## config.mk

```make
export PLATFORM = sky130hd
export DESIGN_NAME = tlul_rsp_intg_chk_buf
export DESIGN_NICKNAME = d
export VERILOG_FILES = /design/src/rtl/tlul_pkg.sv /design/src/rtl/prim_secded_inv_39_32_dec.sv /design/src/rtl/prim_secded_inv_64_57_dec.sv /design/src/rtl/tlul_rsp_intg_chk_core.sv /design/src/rtl/tlul_rsp_intg_chk_buf.sv
export SDC_FILE = /design/constraint.sdc
export NUM_CORES = 1
export LEC_CHECK = 0
export BUFFER_PORTS_ARGS = -buffer_cell sky130_fd_sc_hd__buf_2
export CELL_PAD_IN_SITES_DETAIL_PLACEMENT = 0
export CELL_PAD_IN_SITES_GLOBAL_PLACEMENT = 1
export CORE_UTILIZATION = 40
export DETAILED_ROUTE_END_ITERATION = 8
export PLACE_DENSITY_LB_ADDON = 0.3
export SETUP_SLACK_MARGIN = 0.5
export SYNTH_ARGS = -nofsm -noshare
export SYNTH_HDL_FRONTEND = slang
export SYNTH_SLANG_ARGS = --single-unit
```

## constraint.sdc

```tcl
create_clock -name clk_i -period 3.19 [get_ports clk_i]
set_input_delay 0.1595 -clock clk_i [delete_from_list [all_inputs] [get_ports clk_i]]
set_output_delay 0.1595 -clock clk_i [all_outputs]
set_load 0.01 [all_outputs]
```

## src/rtl/tlul_pkg.sv

```systemverilog
// TL-UL D-channel types, integrity widths and integrity helpers.
package tlul_pkg;

    localparam int unsigned D2HRspIntgWidth = 7;
    localparam int unsigned DataIntgWidth   = 7;
    localparam int unsigned D2HRspMaxWidth  = 57;
    localparam int unsigned DataMaxWidth    = 32;

    typedef enum logic [2:0] {
        AccessAck     = 3'h0,
        AccessAckData = 3'h1
    } tl_d_op_e;

    typedef struct packed {
        logic [D2HRspIntgWidth-1:0] rsp_intg;
        logic [DataIntgWidth-1:0]   data_intg;
    } tl_d_user_t;

    typedef struct packed {
        logic                    d_valid;
        logic [2:0]              d_opcode;
        logic [2:0]              d_param;
        logic [1:0]              d_size;
        logic [7:0]              d_source;
        logic                    d_sink;
        logic [DataMaxWidth-1:0] d_data;
        tl_d_user_t              d_user;
        logic                    d_error;
        logic                    a_ready;
    } tl_d2h_t;

    function automatic logic [D2HRspMaxWidth-1:0] extract_d2h_rsp_intg(
        input tl_d2h_t tl
    );
        logic unused_tl;
        unused_tl = ^tl;
        return D2HRspMaxWidth'({tl.d_opcode, tl.d_size, tl.d_error});
    endfunction

    // Inverted SECDED check bits, matching the inv_64_57 decoder
    function automatic logic [6:0] rsp_intg_gen(input logic [56:0] p);
        logic [6:0] c;
        c[0] = ^(p & 57'h103FFF800007FFF);
        c[1] = ^(p & 57'h17C1FF801FF801F);
        c[2] = ^(p & 57'h1BDE1F87E0781E1);
        c[3] = ^(p & 57'h1DEEE3B8E388E22);
        c[4] = ^(p & 57'h1EF76CDB2C93244);
        c[5] = ^(p & 57'h1F7BB56D5525488);
        c[6] = ^(p & 57'h1FBDDA769A46910);
        return c ^ 7'h2A;
    endfunction

    function automatic logic [6:0] data_intg_gen(input logic [31:0] d);
        logic [6:0] c;
        c[0] = ^(d & 32'h2606BD25);
        c[1] = ^(d & 32'hDEBA8050);
        c[2] = ^(d & 32'h413D89AA);
        c[3] = ^(d & 32'h31234ED1);
        c[4] = ^(d & 32'hC2C1323B);
        c[5] = ^(d & 32'h2DCC624C);
        c[6] = ^(d & 32'h98505586);
        return c ^ 7'h2A;
    endfunction

endpackage

```

## src/rtl/prim_secded_inv_39_32_dec.sv

```systemverilog
// Inverted SECDED(39,32) error detector over {check, data}.
module prim_secded_inv_39_32_dec (
    input  logic [38:0] data_i,
    output logic [1:0]  err_o
);
    logic [38:0] cw;
    logic [6:0]  syn;

    assign cw = data_i ^ 39'h2A00000000;

    assign syn[0] = ^(cw & 39'h012606BD25);
    assign syn[1] = ^(cw & 39'h02DEBA8050);
    assign syn[2] = ^(cw & 39'h04413D89AA);
    assign syn[3] = ^(cw & 39'h0831234ED1);
    assign syn[4] = ^(cw & 39'h10C2C1323B);
    assign syn[5] = ^(cw & 39'h202DCC624C);
    assign syn[6] = ^(cw & 39'h4098505586);

    assign err_o[0] = ^syn;
    assign err_o[1] = ~(^syn) & (|syn);
endmodule

```

## src/rtl/prim_secded_inv_64_57_dec.sv

```systemverilog
// Inverted SECDED(64,57) error detector over {check, payload}.
module prim_secded_inv_64_57_dec (
    input  logic [63:0] data_i,
    output logic [1:0]  err_o
);
    logic [63:0] cw;
    logic [6:0]  syn;

    assign cw = data_i ^ 64'h5400000000000000;

    assign syn[0] = ^(cw & 64'h0303FFF800007FFF);
    assign syn[1] = ^(cw & 64'h057C1FF801FF801F);
    assign syn[2] = ^(cw & 64'h09BDE1F87E0781E1);
    assign syn[3] = ^(cw & 64'h11DEEE3B8E388E22);
    assign syn[4] = ^(cw & 64'h21EF76CDB2C93244);
    assign syn[5] = ^(cw & 64'h41F7BB56D5525488);
    assign syn[6] = ^(cw & 64'h81FBDDA769A46910);

    // odd syndrome weight: single-bit error; even non-zero: double
    assign err_o[0] = ^syn;
    assign err_o[1] = ~(^syn) & (|syn);
endmodule

```

## src/rtl/tlul_rsp_intg_chk_core.sv

```systemverilog
// Combinational response and data integrity check of one D-channel beat.
module tlul_rsp_intg_chk_core
    import tlul_pkg::*;
#(
    parameter logic CheckData = 1'b1
) (
    input  tl_d2h_t tl_i,
    output logic    rsp_err,
    output logic    data_err
);
    logic [D2HRspMaxWidth-1:0] payload;
    logic [1:0]                rsp_e;
    logic [1:0]                data_e;

    assign payload = extract_d2h_rsp_intg(tl_i);

    prim_secded_inv_64_57_dec u_rsp_dec (
        .data_i ({tl_i.d_user.rsp_intg, payload}),
        .err_o  (rsp_e)
    );

    prim_secded_inv_39_32_dec u_data_dec (
        .data_i ({tl_i.d_user.data_intg, tl_i.d_data}),
        .err_o  (data_e)
    );

    assign rsp_err  = |rsp_e;
    assign data_err = (|data_e) & CheckData;
endmodule

```

## src/rtl/tlul_rsp_intg_chk_buf.sv

```systemverilog
// D-channel integrity checker with a 2-entry registered output buffer.
// Define TLUL_RSP_INTG_CHK_FAILCLOSED_EN to poison failing/later beats.
module tlul_rsp_intg_chk_buf
    import tlul_pkg::*;
#(
    parameter logic        CheckData = 1'b1,
    parameter int unsigned ErrCntW   = 8
) (
    input  logic               clk_i,
    input  logic               rst_ni,
    input  tl_d2h_t            tl_i,
    output logic               d_ready_o,
    output tl_d2h_t            tl_o,
    input  logic               d_ready_i,
    output logic               intg_err_pulse_o,
    output logic               intg_err_o,
    output logic [ErrCntW-1:0] err_cnt_o
);
    typedef struct packed {
        logic [2:0]  opcode;
        logic [2:0]  param;
        logic [1:0]  size;
        logic [7:0]  source;
        logic        sink;
        logic [31:0] data;
        tl_d_user_t  user;
        logic        error;
        logic        err;
        logic        kill;
    } entry_t;

    logic       rsp_err;
    logic       data_err;
    logic       err_in;
    logic       push;
    logic       pop;
    logic       hit;
    logic [1:0] count_q;
    logic       wr_ptr_q;
    logic       rd_ptr;
    entry_t     mem_q [2];
    entry_t     wr_entry;
    entry_t     head;

    tlul_rsp_intg_chk_core #(
        .CheckData (CheckData)
    ) u_core (
        .tl_i     (tl_i),
        .rsp_err  (rsp_err),
        .data_err (data_err)
    );

    assign err_in    = rsp_err | data_err;
    assign d_ready_o = (count_q != 2'd2);
    assign push      = tl_i.d_valid & d_ready_o;
    assign pop       = (count_q != 2'd0) & d_ready_i;
    assign hit       = push & err_in;
    // with one entry the head sits behind the write slot
    assign rd_ptr    = wr_ptr_q ^ (count_q == 2'd1);
    assign head      = mem_q[rd_ptr];

    always_comb begin
        wr_entry        = '0;
        wr_entry.opcode = tl_i.d_opcode;
        wr_entry.param  = tl_i.d_param;
        wr_entry.size   = tl_i.d_size;
        wr_entry.source = tl_i.d_source;
        wr_entry.sink   = tl_i.d_sink;
        wr_entry.data   = tl_i.d_data;
        wr_entry.user   = tl_i.d_user;
        wr_entry.error  = tl_i.d_error;
        wr_entry.err    = err_in;
`ifdef TLUL_RSP_INTG_CHK_FAILCLOSED_EN
        wr_entry.kill   = intg_err_o;
`endif
    end

    always_ff @(posedge clk_i or negedge rst_ni) begin
        if (!rst_ni) begin
            count_q  <= 2'd0;
            wr_ptr_q <= 1'b0;
            mem_q[0] <= '0;
            mem_q[1] <= '0;
        end else begin
            if (push) begin
                mem_q[wr_ptr_q] <= wr_entry;
                wr_ptr_q        <= ~wr_ptr_q;
            end
            unique case ({push, pop})
                2'b10:   count_q <= count_q + 2'd1;
                2'b01:   count_q <= count_q - 2'd1;
                default: ;
            endcase
        end
    end

    always_ff @(posedge clk_i or negedge rst_ni) begin
        if (!rst_ni) begin
            intg_err_pulse_o <= 1'b0;
            intg_err_o       <= 1'b0;
            err_cnt_o        <= '0;
        end else begin
            intg_err_pulse_o <= hit;
            if (hit) begin
                intg_err_o <= 1'b1;
            end
            if (hit && (err_cnt_o != '1)) begin
                err_cnt_o <= err_cnt_o + ErrCntW'(1);
            end
        end
    end

    always_comb begin
        tl_o          = '0;
        tl_o.d_valid  = (count_q != 2'd0);
        tl_o.d_opcode = head.opcode;
        tl_o.d_param  = head.param;
        tl_o.d_size   = head.size;
        tl_o.d_source = head.source;
        tl_o.d_sink   = head.sink;
        tl_o.d_data   = head.data;
        tl_o.d_user   = head.user;
        tl_o.d_error  = head.error;
        tl_o.a_ready  = tl_i.a_ready;
`ifdef TLUL_RSP_INTG_CHK_FAILCLOSED_EN
        if (head.err | head.kill) begin
            tl_o.d_error = 1'b1;
        end
        if (head.kill) begin
            tl_o.d_data = '1;
        end
        // re-sign so the host sees self-consistent integrity
        tl_o.d_user.rsp_intg  = rsp_intg_gen(extract_d2h_rsp_intg(tl_o));
        tl_o.d_user.data_intg = data_intg_gen(tl_o.d_data);
`endif
    end

`ifndef TLUL_RSP_INTG_CHK_FAILCLOSED_EN
    logic unused_head;
    assign unused_head = ^{head.err, head.kill};
`endif

endmodule

```

==> impl_metrics.csv <==
group,metric,value,unit
global_route,grt_antenna_before_repair,0,
clock_network,cts_num_sinks,141,
floorplanning,die_height,135.0,µm
critical_path,worstSetupPathType,"input port to flip-flop",
routing,vias,4422,
global_route,track_usage,18.86,%
clock_network,clk_pin_slew,0.06,ns
routing,avgRoutedWirePerCell,17.69,µm
finish,final_antenna_diode_count,0,
synth,synth.distinct_cells,27,
synth,synth_top_cell_area_share,49.88,%
finish,drive_above_1_share,56.16,%
synth,synth-seq-cells,141,
critical_path,critPathLaunchType,"input port",
critical_path,path_cells,"buf_2 -> xnor2_1 -> xnor2_2 -> xnor2_1 -> xnor3_1 -> ha_1 -> xor2_1 -> xnor2_1 -> and4_1 -> nor4_4 -> mux2_1",
global_route,grt_start_max_net_pins,81,
synth,synth_warnings,0,
sta,clock-skew-final,0.008319,ns
synth,netlist.top_cell.by_area,"dfrtp_1",
clock_network,clock_insertion_delay_worst_skew,0.42,ns
synth,seq_area_frac_synth,49.88,%
critical_path,critical-path-top-delay-family,"XOR/XNOR gates",
sta,grt_setup_unrepaired,"false",
global_route,grt_pass1_vias,4782,
outcome,status,"complete, no violations",
clock_network,htreeDepth,4,
place,hpwl,11280,µm
global_route,grt_remaining_overflow,0,
power_and_ir_drop,netSwitchingPower,3.562,mW
routing,detail_route.vias_per_cell,4.875,
synth,postSynth.asyncResetShare,100.0,%
finish,fin_nets,749,
synth,syn-cell-area,7074,µm²
routing,detail_route.drc_violations,0,
sta,worst_slew_pin_slew,0.7415,ns
floorplanning,num_rows,48,
sta,fmax,385.0,MHz
sta,setup_viol,0,
clock_network,tritoncts.num_buffers,17,
synth,synthCells,502,
job,drv_cap,0,
power_and_ir_drop,portion_of_total_power_attributed_to_sequential_cells,30.7,%
finish,multi_input_comb_area,3471,µm²
critical_path,worst_path_largest_cell_delay,0.42,ns
sta,setup_tns_final,0,ns
power_and_ir_drop,combPwrFrac,49.7,%
critical_path,path_buf_inv,1,
place,port_buffer_cells,143,
clock_network,clock_tree_root,"clkbuf_16",
floorplanning,design.die.area,18220,µm²
finish,flow.area_growth_from_synthesis,25.45,%
sta,timing.final.crit_share,81.43,%
finish,final.fill_count,1526,
power_and_ir_drop,power_density,1161,nW/µm²
place,gp_congestion,0.7632,
routing,detailed_route_iter0_violations,111,
clock_network,cts-root-to-sink-buffers,2,
power_and_ir_drop,power_frac_clock,19.6,%
clock_network,postCtsSetupRepairBufs,0,
routing,drtPass1Iterations,4,
critical_path,timing.critical_path.mode_cell,"xnor2_1",
floorplanning,fp.dieW,135.0,µm
floorplanning,floorplan.initialDensity,40.90,%
power_and_ir_drop,power_switching_share,34.56,%
sta,finalWorstPathRequiredPeriod,2.598,ns
power_and_ir_drop,internal_power,6.746,mW
floorplanning,core_area,17300,µm²
critical_path,critical-path-slowest-cell,"xnor3_1",
routing,routed_wl,16040,µm
place,placed_cells,858,
synth,synth_edf_count,0,
synth,synth_ff_type,"dfrtp_1",
power_and_ir_drop,max-vdd-ir-drop,0.7188,mV
critical_path,required,3.49,ns
global_route,grt_pass1_wl,25660,µm
critical_path,worst-path-max-fanout,8,
worst_hold_path,worst_hold_path_type,"input port to flip-flop",
critical_path,arrival,2.90,ns
synth,synthesis.area_per_instance,14.09,µm²
sta,timing.slew.headroom,50.57,%
routing,ant_nets,0,
synth,synth.top_cells.by_area,"dfrtp_1, mux2_2, xnor2_1",
synth,postSynthNetCount,582,
sta,hold_viol,0,
power_and_ir_drop,leakage,3.903,nW
clock_network,cts_tree,"done",
finish,final_non_filler_cell_total,907,
floorplanning,io-pin-count,146,
finish,seqCellArea,3528,µm²
critical_path,crit_path_end_kind,"flip-flop",
sta,timing.final.max_slew_violations,0,
per-layer routing:
metal	part of all wire (%)	up-vias	GRT usage [%]
met1	45	2240	24.06
li1	-	2079	-
met3	4.7	8	5.518
met4	0.67	0	5.993
met2	50	95	30.76
met5	0	-	0
registers in the layout (all words and copies together), names as in the netlist:
name / flops
wr_ptr_q: 1
count_q: 2
intg_err_o: 1
err_cnt_o: 8
intg_err_pulse_o: 1
mem_q: 128
worst register-to-register path, cell delays in order, from the launching register on:
cell,delay (ns)
dfrtp_1,0.38
inv_1,0.08
ha_1,0.21
nor2b_1,0.43
inv_2,0.22
nor2_4,0.14
buf_6,0.35
mux2_2,0.43
cell families after synthesis:
logic type	Yosys count	synth area share (%)
adder cells (fa/ha/maj)	11	1.945
buffers and inverters	25	1.592
flip-flops	141	49.88
multiplexers	195	31.04
AND/OR/NAND/NOR	28	2.388
XOR/XNOR	101	13.09
AO/OA/AOI/OAI	1	0.07068
cells in the mapped netlist (3+ instances only):
cell      instances
clkbuf_1         12
inv_1             4
mux2_2          192
xnor3_1           3
nor3_1            4
buf_2             6
nor2b_1           3
nor2_1            3
dfrtp_1         141
nand2_1           7
ha_1             11
xnor2_1          74
mux2_1            3
xor2_1           24
cell type report:
type	instances	share of cell area (%)
inverters	5	0.2115
multi-input cells	336	39.11
repair buffers	168	10.91
flip-flops and latches	141	39.76
clock inverters	13	1.847
well taps	225	3.172
clock buffers	19	4.991
power groups by stage:
stage | clock, mW | sequential [mW] | combinational (mW)
after floorplan | 0 | 3.05 | 3.58
after global placement | 0 | 3.11 | 5.14
after detailed placement | 0 | 3.20 | 5.19
after CTS | 2.08 | 3.17 | 5.24
after global routing | 2.17 | 3.29 | 5.55
final | 2.02 | 3.16 | 5.12
what timing repair did:
action                                 in CTS  in global routing
endpoints found under the hold margin     107                  0
setup endpoints to repair                  38                 67
hold buffers                               17                  0
pin swaps                                   0                  1
resized for setup                           1                  3
cloned                                      0                  0
layout by cell type, fill, tap and decap left out, types with 2 or more instances in the layout:
cell type / Yosys / final
xnor2_2: 0 / 3
inv_1: 4 / 4
dfrtp_1: 141 / 141
nor2b_1: 3 / 3
clkbuf_16: 0 / 17
mux2_1: 3 / 3
clkinvlp_4: 0 / 2
nand2_1: 7 / 6
xnor2_1: 74 / 71
xor2_1: 24 / 24
buf_6: 1 / 2
bufinv_16: 0 / 3
clkinv_2: 0 / 3
dlygate4sd3_1: 0 / 17
nand3_1: 2 / 2
nand4b_1: 2 / 2
buf_2: 6 / 142
xnor3_1: 3 / 3
inv_6: 0 / 3
mux2_2: 192 / 192
buf_4: 1 / 6
nor3_1: 4 / 4
clkinv_4: 0 / 2
nor2_1: 3 / 2
ha_1: 11 / 11
stage by stage:
stage / setup WS, ns / util [%] / total power, mW / cell area, µm² / hold WS, ns
2_1_floorplan: 0.5378 / - / 6.626 / 7074 / -0.1361
3_3_place_gp: 0.1398 / 46.71 / 8.242 / 8079 / 0.2410
3_5_place_dp: 0.1112 / 46.71 / 8.382 / 8079 / 0.2585
4_1_cts: 0.5135 / 51.22 / 10.50 / 8860 / 0.001620
5_1_grt: 0.5124 / 51.31 / 11.02 / 8875 / 0.01004
6_report: 0.5923 / 51.31 / 10.31 / 8875 / 0.02772
path summary, 6_finish.rpt:
path	from	to	slack (ns)	cells past startpoint
worst max-delay path	tl_i[19]	err_cnt_o[6]$_DFFE_PN0P_	0.59	11
worst min-delay path	tl_i[14]	mem_q[81]$_DFFE_PN0P_	0.03	2
worst max register to register	count_q[0]$_DFFE_PN0P_	mem_q[90]$_DFFE_PN0P_	0.82	7
worst min register to register	intg_err_o$_DFFE_PN0P_	intg_err_o$_DFFE_PN0P_	0.47	1
max in group asynchronous	rst_ni	mem_q[97]$_DFFE_PN0P_	2.03	3
min in group asynchronous	rst_ni	err_cnt_o[5]$_DFFE_PN0P_	0.35	2
No activity file was read; power rests on OpenSTA's default activity.
